==> config.mk <==
export PLATFORM = sky130hd
export DESIGN_NAME = seq_mag_comparator
export DESIGN_NICKNAME = d
export VERILOG_FILES = /design/src/rtl/seq_cmp_pkg.sv /design/src/rtl/seq_mag_comparator_cmp_chunk.sv /design/src/rtl/seq_mag_comparator.sv
export SDC_FILE = /design/constraint.sdc
export NUM_CORES = 1
export LEC_CHECK = 0
export BUFFER_PORTS_ARGS = -buffer_cell sky130_fd_sc_hd__buf_2
export CAP_MARGIN = 5
export CORE_MARGIN = 4
export CORE_UTILIZATION = 56
export CTS_BUF_LIST = sky130_fd_sc_hd__clkbuf_4
export CTS_CLUSTER_DIAMETER = 80
export DETAILED_ROUTE_END_ITERATION = 8
export PLACE_DENSITY = 0.81
export SYNTH_ARGS = -nofsm -noshare
export SYNTH_HDL_FRONTEND = slang
export SYNTH_SLANG_ARGS = --single-unit
==> constraint.sdc <==
create_clock -name clk -period 3.4 [get_ports clk]
set_input_delay 0.34 -clock clk [delete_from_list [all_inputs] [get_ports clk]]
set_output_delay 0.34 -clock clk [all_outputs]
set_load 0.005 [all_outputs]
==> src/rtl/seq_cmp_pkg.sv <==
// Shared types for the sequential magnitude comparator: FSM states, running
// decision encoding and the decision-to-flag helper.
package seq_cmp_pkg;

    typedef enum logic {
        IDLE = 1'b0,
        RUN  = 1'b1
    } state_e;

    typedef enum logic [1:0] {
        DEC_EQ = 2'd0,
        DEC_GT = 2'd1,
        DEC_LT = 2'd2
    } dec_e;

    // Returns the result flags packed as {eq, gt, lt}; exactly one bit is set.
    function automatic logic [2:0] dec_onehot(input dec_e d);
        logic [2:0] w_flags;
        w_flags = 3'b100;
        case (d)
            DEC_GT:  w_flags = 3'b010;
            DEC_LT:  w_flags = 3'b001;
            default: w_flags = 3'b100;
        endcase
        return w_flags;
    endfunction

endpackage

==> src/rtl/seq_mag_comparator_cmp_chunk.sv <==
// Combinational CHUNK-bit unsigned compare used for one slice per clock.
module cmp_chunk #(
    parameter int CHUNK = 4
) (
    input  logic [CHUNK-1:0] a,
    input  logic [CHUNK-1:0] b,
    output logic             c_eq,
    output logic             c_gt
);

    assign c_eq = (a == b);
    assign c_gt = (a > b);

endmodule

==> src/rtl/seq_mag_comparator.sv <==
// Multi-cycle unsigned magnitude comparator, scanning MSB-first CHUNK bits per clock.
// Optional build macro SEQ_CMP_EARLY_EXIT_EN finishes on the first differing chunk.
module seq_mag_comparator
    import seq_cmp_pkg::*;
#(
    parameter int WIDTH = 16,
    parameter int CHUNK = 4
) (
    input  logic             clk,
    input  logic             rst_n,
    input  logic             start,
    input  logic [WIDTH-1:0] A,
    input  logic [WIDTH-1:0] B,
    output logic             busy,
    output logic             done,
    output logic             eq,
    output logic             gt,
    output logic             lt,
    output state_e           dbg_state
);

    // Handshake: start is a request honoured only on an edge where busy==0; done is a
    // single-cycle result strobe and coincides with busy==0, so a held start chains compares.

    localparam int NCHUNK = WIDTH / CHUNK;
    localparam int IDXW   = (NCHUNK > 1) ? $clog2(NCHUNK) : 1;
    localparam logic [IDXW-1:0] LAST_IDX = IDXW'(NCHUNK - 1);

    state_e           r_state;
    state_e           w_state_nx;
    dec_e             r_dec;
    dec_e             w_dec_nx;
    dec_e             w_dec_now;
    logic [IDXW-1:0]  r_idx;
    logic [IDXW-1:0]  w_idx_nx;
    logic [WIDTH-1:0] r_a;
    logic [WIDTH-1:0] r_b;
    logic [2:0]       r_res;
    logic [2:0]       w_res_nx;
    logic             r_done;
    logic             w_done_nx;
    logic             w_load;
    logic             w_last;
    logic [CHUNK-1:0] w_a_slice;
    logic [CHUNK-1:0] w_b_slice;
    logic             w_c_eq;
    logic             w_c_gt;

    assign w_a_slice = r_a[r_idx*CHUNK +: CHUNK];
    assign w_b_slice = r_b[r_idx*CHUNK +: CHUNK];

    cmp_chunk #(.CHUNK(CHUNK)) u_cmp_chunk (
        .a    (w_a_slice),
        .b    (w_b_slice),
        .c_eq (w_c_eq),
        .c_gt (w_c_gt)
    );

    always_comb begin
        w_state_nx = r_state;
        w_idx_nx   = r_idx;
        w_dec_nx   = r_dec;
        w_res_nx   = r_res;
        w_done_nx  = 1'b0;
        w_load     = 1'b0;
        w_dec_now  = r_dec;
        w_last     = 1'b0;
        case (r_state)
            IDLE: begin
                if (start) begin
                    w_load     = 1'b1;
                    w_idx_nx   = LAST_IDX;
                    w_dec_nx   = DEC_EQ;
                    w_state_nx = RUN;
                end
            end
            RUN: begin
                // Only the most significant differing chunk may set the decision.
                if (r_dec == DEC_EQ && !w_c_eq) begin
                    w_dec_now = w_c_gt ? DEC_GT : DEC_LT;
                end
                w_dec_nx = w_dec_now;
`ifdef SEQ_CMP_EARLY_EXIT_EN
                w_last = (r_idx == '0) || (w_dec_now != DEC_EQ);
`else
                w_last = (r_idx == '0);
`endif
                if (w_last) begin
                    w_state_nx = IDLE;
                    w_done_nx  = 1'b1;
                    w_res_nx   = dec_onehot(w_dec_now);
                end else begin
                    w_idx_nx = r_idx - 1'b1;
                end
            end
            default: w_state_nx = IDLE;
        endcase
    end

    always_ff @(posedge clk or negedge rst_n) begin
        if (!rst_n) begin
            r_state <= IDLE;
            r_dec   <= DEC_EQ;
            r_idx   <= '0;
            r_a     <= '0;
            r_b     <= '0;
            r_res   <= 3'b000;
            r_done  <= 1'b0;
        end else begin
            r_state <= w_state_nx;
            r_dec   <= w_dec_nx;
            r_idx   <= w_idx_nx;
            r_res   <= w_res_nx;
            r_done  <= w_done_nx;
            if (w_load) begin
                r_a <= A;
                r_b <= B;
            end
        end
    end

    assign busy      = (r_state == RUN);
    assign done      = r_done;
    assign eq        = r_res[2];
    assign gt        = r_res[1];
    assign lt        = r_res[0];
    assign dbg_state = r_state;

endmodule

==> run_results.csv, run 1 <==
group,metric,value,unit
run_status,outcome,"finished, final reports clean",
sta,slew_viol_final,0,
sta,setup_violations,0,
yosys,synth.top_cell.area_share,0.5328,
setup_path,reg2reg_slack,0.46,ns
detailed_routing,ant_nets,0,
final_layout,num-nets-final,214,
yosys,synth.avg_cell_area,14.81,µm²
power_and_ir_drop,leakage,1.039,nW
yosys,synth_top_family_by_area,"multiplexers",
clocking,postCtsHoldBufs,0,
setup_path,crit_type,"reg2reg",
clocking,cts_sinks,41,
detailed_routing,wire_per_inst,14.07,µm
power_and_ir_drop,switching_share,0.3486,
global_routing,grt_pass1_vias,1214,
clocking,cts_root_buf,"clkbuf_4",
final_layout,drive_gt1_frac,0.5607,
final_layout,area_growth,14.23,%
final_layout,antenna_cells,0,
yosys,yosysSeqAreaShare,0.5328,
placement,placed_area,0.002145,mm²
yosys,yosysMostFrequentCell,"dfrtp_1",
global_routing,gr-total-overflow,0,
placement,place_inst,211,
yosys,synthAdderAreaFrac,0.04548,
setup_path,startpoint_type,"flop",
clocking,cts_resized,0,
power_and_ir_drop,comb_power_share,0.487,
job,drv_cap,0,
yosys,synth-xor-area-share,0,
clocking,cts_buffers,5,
global_routing,grt_max_degree,42,
detailed_routing,drt-pass1-iter-count,4,
power_and_ir_drop,powerDensity,1004,mW/mm²
power_and_ir_drop,p_seq_frac,0.407,
placement,gp_congestion,0.7513,
sta,tns,0,ns
yosys,syn_area,0.001926,mm²
setup_path,end_kind,"flop",
floorplanning,io_pins,41,
sta,rsz0062_at_grt,"false",
power_and_ir_drop,clkPwrFrac,0.105,
floorplanning,start_util,0.5771,
global_routing,grt_first_pass_wirelength,5.354,mm
final_layout,fin_cells,219,
floorplanning,row_count,21,
yosys,synth-seq-cells,41,
yosys,synth-compound-area-share,0.04224,
floorplanning,die_width,66.64,µm
detailed_routing,avgViaCountPerCell,5.210,
floorplanning,core,0.003337,mm²
clocking,clk_pin_slew,0.12,ns
yosys,synth_cell_type_count,21,
placement,place_hpwl,2.327,mm
clocking,cts_max_level,2,
sta,relSlewSlack,0.4241,
clocking,insertion_delay,0.35,ns
yosys,syn_inst,130,
global_routing,grtUsageTotal,0.1648,
yosys,synth_enable_flop_cells,0,
detailed_routing,vias,1141,
sta,skew,0.01213,ns
sta,hold_viol,0,
power_and_ir_drop,peakVddDrop,0.4587,mV
sta,fin_crit,2.935,ns
clocking,tritoncts,"yes",
global_routing,grt_antenna_before_repair,0,
setup_path,worstPathArrival,3.18,ns
setup_path,reg2regPathDepth,9,
sta,post-route-period-util,0.8633,
yosys,synthSimpleGateAreaFrac,0.03249,
yosys,async_flop_share,1.000,
detailed_routing,route.detailed.drc,0,
setup_path,crit_required,3.65,ns
placement,portBuffers,40,
yosys,synthesis.nets,172,
power_and_ir_drop,p_switching,0.7700,mW
detailed_routing,postRouteWirelength,3.082,mm
yosys,yosys_warnings,0,
final_layout,design_area,0.002200,mm²
yosys,synth_top_cell_by_area,"dfrtp_1",
sta,worst_pin_slew,0.8638,ns
sta,max_freq,340.7,MHz
clocking,clockBufferDepth,2,
yosys,synth_area_leaders,"dfrtp_1, mux2_2, mux4_2",
yosys,synthTopCellsByCount,"dfrtp_1, mux2_2, inv_1, mux4_2, ha_1",
yosys,ys.flop_type,"dfrtp_1",
clocking,post-cts-setup-buffers,0,
worst_hold_path,hp-class,"in2async",
floorplanning,dieHeight,66.64,µm
floorplanning,die_area,0.004441,mm²
detailed_routing,drt_iter0_markers,66,
power_and_ir_drop,p_int,1.439,mW
setup_path,crit_fanout,9,
yosys,synthMuxAreaShare,0.2982,
final cells by class:
class | count | area [µm²]
Multi-Input combinational cell | 72 | 808.3
Clock inverter | 2 | 10.01
Fill cell | 256 | 1137
Clock buffer | 6 | 45.04
Tap cell | 46 | 57.56
Inverter | 10 | 37.54
Sequential cell | 41 | 1026
Timing Repair Buffer | 42 | 215.2
power groups by stage:
stage | logic (mW) | registers [mW] | clock network, mW
finish | 1.08 | 0.900 | 0.233
global route | 1.20 | 0.944 | 0.260
detailed placement | 1.09 | 0.917 | 0
floorplan | 0.941 | 0.834 | 0
CTS | 1.09 | 0.905 | 0.242
global placement | 1.04 | 0.902 | 0
layout by cell type, fill, tap and decap left out, drive strengths merged, types with 4 or more instances in the layout:
cell     n
nand2    4
ha       7
mux2    35
clkbuf   6
nor2b    4
buf     42
inv     10
mux4     8
dfrtp   41
logic make-up (layout without fill, tap and decap cells):
group	after synthesis	count (layout)
buf+inv	17	60
compound gates	10	10
fa+ha+maj	7	7
simple gates	12	12
mux	43	43
flops	41	41
per-stage QoR:
step	total power, mW	util	setup WS [ns]	hold WS [ns]
2_1_floorplan	1.774	-	0.7123	0.04441
3_3_place_gp	1.940	0.6427	0.5031	0.4868
3_5_place_dp	2.005	0.6427	0.4370	0.4923
4_1_cts	2.241	0.6592	0.4210	0.1157
5_1_grt	2.407	0.6592	0.1866	0.1695
6_report	2.209	0.6592	0.4648	0.08421
critical path: stages (launching register included):
cell and delay, ns:
dfrtp_1 0.66, mux4_2 0.56, inv_1 0.06, ha_1 0.23, and2_4 0.18, a311oi_4 0.38, nor2_1 0.10, a31oi_1 0.16
ha_1 0.25, mux2_2 0.27
final timing paths:
| check | to | startpoint |
|---|---|---|
| setup / recovery | r_res[2] | r_idx[0] |
| hold / removal | r_a[0] | rst_n |
| setup reg to reg | r_res[2] | r_idx[0] |
| hold reg to reg | r_res[1] | r_res[1] |
| max in group asynchronous | r_a[15] | rst_n |
| min in group clk | r_a[12] | A[12] |
per-layer routing:
metal / GRT usage / vias up / part of all wire
met3: 0.05565 / 9 / 0.060
li1: - / 544 / -
met1: 0.1937 / 556 / 0.42
met2: 0.2748 / 32 / 0.50
met4: 0.06853 / 0 / 0.021
met5: 0 / - / 0
sequential cells by signal, indices dropped and copies added (netlist names):
name and count:
busy 1, done 1, r_a 16, r_b 16, r_dec 2, r_idx 2
r_res 3
No activity file was read; power rests on OpenSTA's default activity.
==> run 2: changes to the inputs <==
--- a/config.mk
+++ b/config.mk
@@ -8,11 +8,12 @@
 export BUFFER_PORTS_ARGS = -buffer_cell sky130_fd_sc_hd__buf_2
 export CAP_MARGIN = 5
 export CORE_MARGIN = 4
-export CORE_UTILIZATION = 56
+export CORE_UTILIZATION = 57
 export CTS_BUF_LIST = sky130_fd_sc_hd__clkbuf_4
 export CTS_CLUSTER_DIAMETER = 80
 export DETAILED_ROUTE_END_ITERATION = 8
 export PLACE_DENSITY = 0.81
 export SYNTH_ARGS = -nofsm -noshare
 export SYNTH_HDL_FRONTEND = slang
+export SYNTH_HIERARCHICAL = 1
 export SYNTH_SLANG_ARGS = --single-unit
==> run 2 against run 1 <==
Net effect:
- clock power is essentially flat
- wire length grew 15%
- critical path depth shrank 1
- sequential share of layout area shrank 2.3 points
- final cell count is the same
==> run_results.csv, run 2 <==
group,metric,value,unit
clocking,tritoncts,"yes",
clocking,clockBufferDepth,2,
yosys,ys.flop_type,"dfrtp_1",
final_layout,area_growth,11.32,%
sta,slew_viol_final,0,
sta,fin_ws,0.4043,ns
yosys,yosysSeqAreaShare,0.4937,
clocking,cts_root_buf,"clkbuf_4",
yosys,synth_cell_type_count,29,
yosys,synthSimpleGateAreaFrac,0.03672,
setup_path,end_kind,"flop",
yosys,synth.avg_cell_area,15.74,µm²
yosys,synth_top_cell_by_area,"dfrtp_1",
global_routing,grt_pass1_vias,1273,
sta,hold_viol,0,
sta,setup_violations,0,
sta,tns,0,ns
clocking,post-cts-setup-buffers,0,
floorplanning,die_area,0.004676,mm²
power_and_ir_drop,p_switching,0.8167,mW
setup_path,startpoint_type,"flop",
final_layout,reg_top3,"r_a x16, r_b x16, r_res x3",
floorplanning,row_count,21,
yosys,synthTopCellsByCount,"dfrtp_1, mux2_4, inv_1, mux2_2, mux4_2",
clocking,cts_max_level,2,
sta,skew,0.004342,ns
clocking,postCtsHoldBufs,0,
sta,post-route-period-util,0.8811,
floorplanning,die_width,68.38,µm
detailed_routing,postRouteWirelength,3.536,mm
floorplanning,start_util,0.6084,
global_routing,grt_antenna_before_repair,0,
setup_path,critPathLaunch,"r_idx[0]",
final_layout,final_common_cell,"dfrtp_1",
yosys,synth_top_family_by_area,"multiplexers",
setup_path,reg2regPathDepth,8,
yosys,synthesis.nets,174,
power_and_ir_drop,p_seq_frac,0.399,
setup_path,reg2reg_from,"r_idx[0]",
yosys,yosysMostFrequentCell,"dfrtp_1",
power_and_ir_drop,comb_power_share,0.504,
final_layout,fin_cells,219,
detailed_routing,ant_nets,0,
global_routing,grt_first_pass_wirelength,5.865,mm
power_and_ir_drop,powerDensity,1023,mW/mm²
yosys,synthAdderAreaFrac,0.04214,
final_layout,fill_cells,256,
sta,worst_pin_slew,0.8848,ns
placement,place_inst,212,
detailed_routing,wire_per_inst,16.15,µm
global_routing,grtUsageTotal,0.1778,
run_status,outcome,"finished, final reports clean",
floorplanning,io_pins,41,
placement,place_hpwl,2.590,mm
setup_path,critical_path.endpoint,"r_res[2]",
power_and_ir_drop,peakVddDrop,0.4769,mV
final_layout,antenna_cells,0,
yosys,syn_area,0.002078,mm²
detailed_routing,vias,1183,
placement,dp_slack,0.3855,ns
power_and_ir_drop,p_int,1.551,mW
detailed_routing,route.detailed.drc,0,
yosys,synth-seq-cells,41,
detailed_routing,avgViaCountPerCell,5.402,
setup_path,crit_fanout,11,
sta,max_freq,333.8,MHz
yosys,yosys_warnings,6,
final_layout,final_cell_mix,"dfrtp_1, buf_2, mux2_4, inv_1",
yosys,synth-compound-area-share,0.03853,
worst_hold_path,hp-class,"in2async",
detailed_routing,drt_iter0_markers,53,
clocking,cts_sinks,41,
floorplanning,dieHeight,68.38,µm
yosys,synth-xor-area-share,0.004214,
sta,fin_crit,2.996,ns
setup_path,crit_type,"reg2reg",
global_routing,grt_max_degree,42,
clocking,cts_buffers,5,
yosys,synthMuxAreaShare,0.3251,
yosys,synth.top_cell.area_share,0.4937,
power_and_ir_drop,clkPwrFrac,0.098,
yosys,syn_inst,132,
power_and_ir_drop,leakage,1.135,nW
yosys,synth_area_leaders,"dfrtp_1, mux2_4, mux4_2",
final_layout,drive_gt1_frac,0.5491,
setup_path,rr_endpoint,"r_res[2]",
floorplanning,core,0.003416,mm²
sta,relSlewSlack,0.4101,
yosys,synth_enable_flop_cells,0,
power_and_ir_drop,switching_share,0.3450,
final_layout,num-nets-final,215,
clocking,cts_resized,0,
setup_path,reg2reg_slack,0.40,ns
global_routing,gr-total-overflow,0,
setup_path,crit_required,3.65,ns
yosys,async_flop_share,1.000,
clocking,insertion_delay,0.35,ns
detailed_routing,drt-pass1-iter-count,4,
placement,portBuffers,40,
job,drv_cap,0,
placement,gp_congestion,0.8144,
setup_path,worstPathArrival,3.24,ns
sta,rsz0062_at_grt,"false",
clocking,clk_pin_slew,0.11,ns
[run 2: cell type report]
class / instances / area, µm² / share of cell area
clock inverter: 1 / 3.754 / 0.001622
clock buffer: 6 / 45.04 / 0.01947
sequential: 41 / 1026 / 0.4435
inverter: 10 / 37.54 / 0.01622
multi-input combinational: 74 / 935.9 / 0.4045
tap: 46 / 57.56 / 0.02488
timing repair buffer: 41 / 207.7 / 0.08978
[run 2: cell families after synthesis]
family | after synthesis
xor gates and xnor gates | 1
AOI/OAI and AO/OA | 11
muxes | 43
and+or+nand+nor | 12
DFF | 41
buffers and inverters | 17
adders and majority gates | 7
[run 2: worst min path at each step]
stage | to | depth (start not counted) | slack [ns] | from
floorplan | busy | 0 | 0.04 | rst_n
global placement | r_a[0] | 1 | 0.49 | rst_n
detailed placement | r_a[11] | 1 | 0.49 | r_a[11]
CTS | r_a[0] | 1 | 0.11 | rst_n
global route | r_a[12] | 1 | 0.16 | rst_n
finish | r_a[12] | 1 | 0.1 | rst_n
[run 2: critical path, cell delays in order (launching register included)]
cell and delay [ns]:
dfrtp_1 0.72, mux4_2 0.58, ha_1 0.35, and4_1 0.27
a21oi_2 0.18, nand2b_1 0.11, o21ai_0 0.17, ha_1 0.26
mux2_2 0.26
[run 2: routing by layer]
layer / GRT usage / wire [µm] / vias up
li1: - / - / 554
met1: 0.2174 / 1511 / 590
met2: 0.2884 / 1762 / 30
met3: 0.06240 / 193 / 9
met4: 0.06700 / 69 / 0
met5: 0 / 0 / -
[run 2: through the flow]
step	util	hold WS, ns	instance area, µm²	total power, mW
after floorplan	-	0.04441	2078	1.919
after global placement	0.6630	0.4851	2265	2.070
after detailed placement	0.6630	0.4908	2265	2.152
after CTS	0.6773	0.1062	2313	2.390
after global routing	0.6773	0.1638	2313	2.559
final	0.6773	0.09959	2313	2.367
[run 2: power by group through the flow]
stage	sequential (mW)	combinational [mW]	clock, mW
global route	0.985	1.32	0.256
global placement	0.936	1.13	0
finish	0.944	1.19	0.231
floorplan	0.845	1.07	0
CTS	0.947	1.21	0.237
detailed placement	0.952	1.20	0
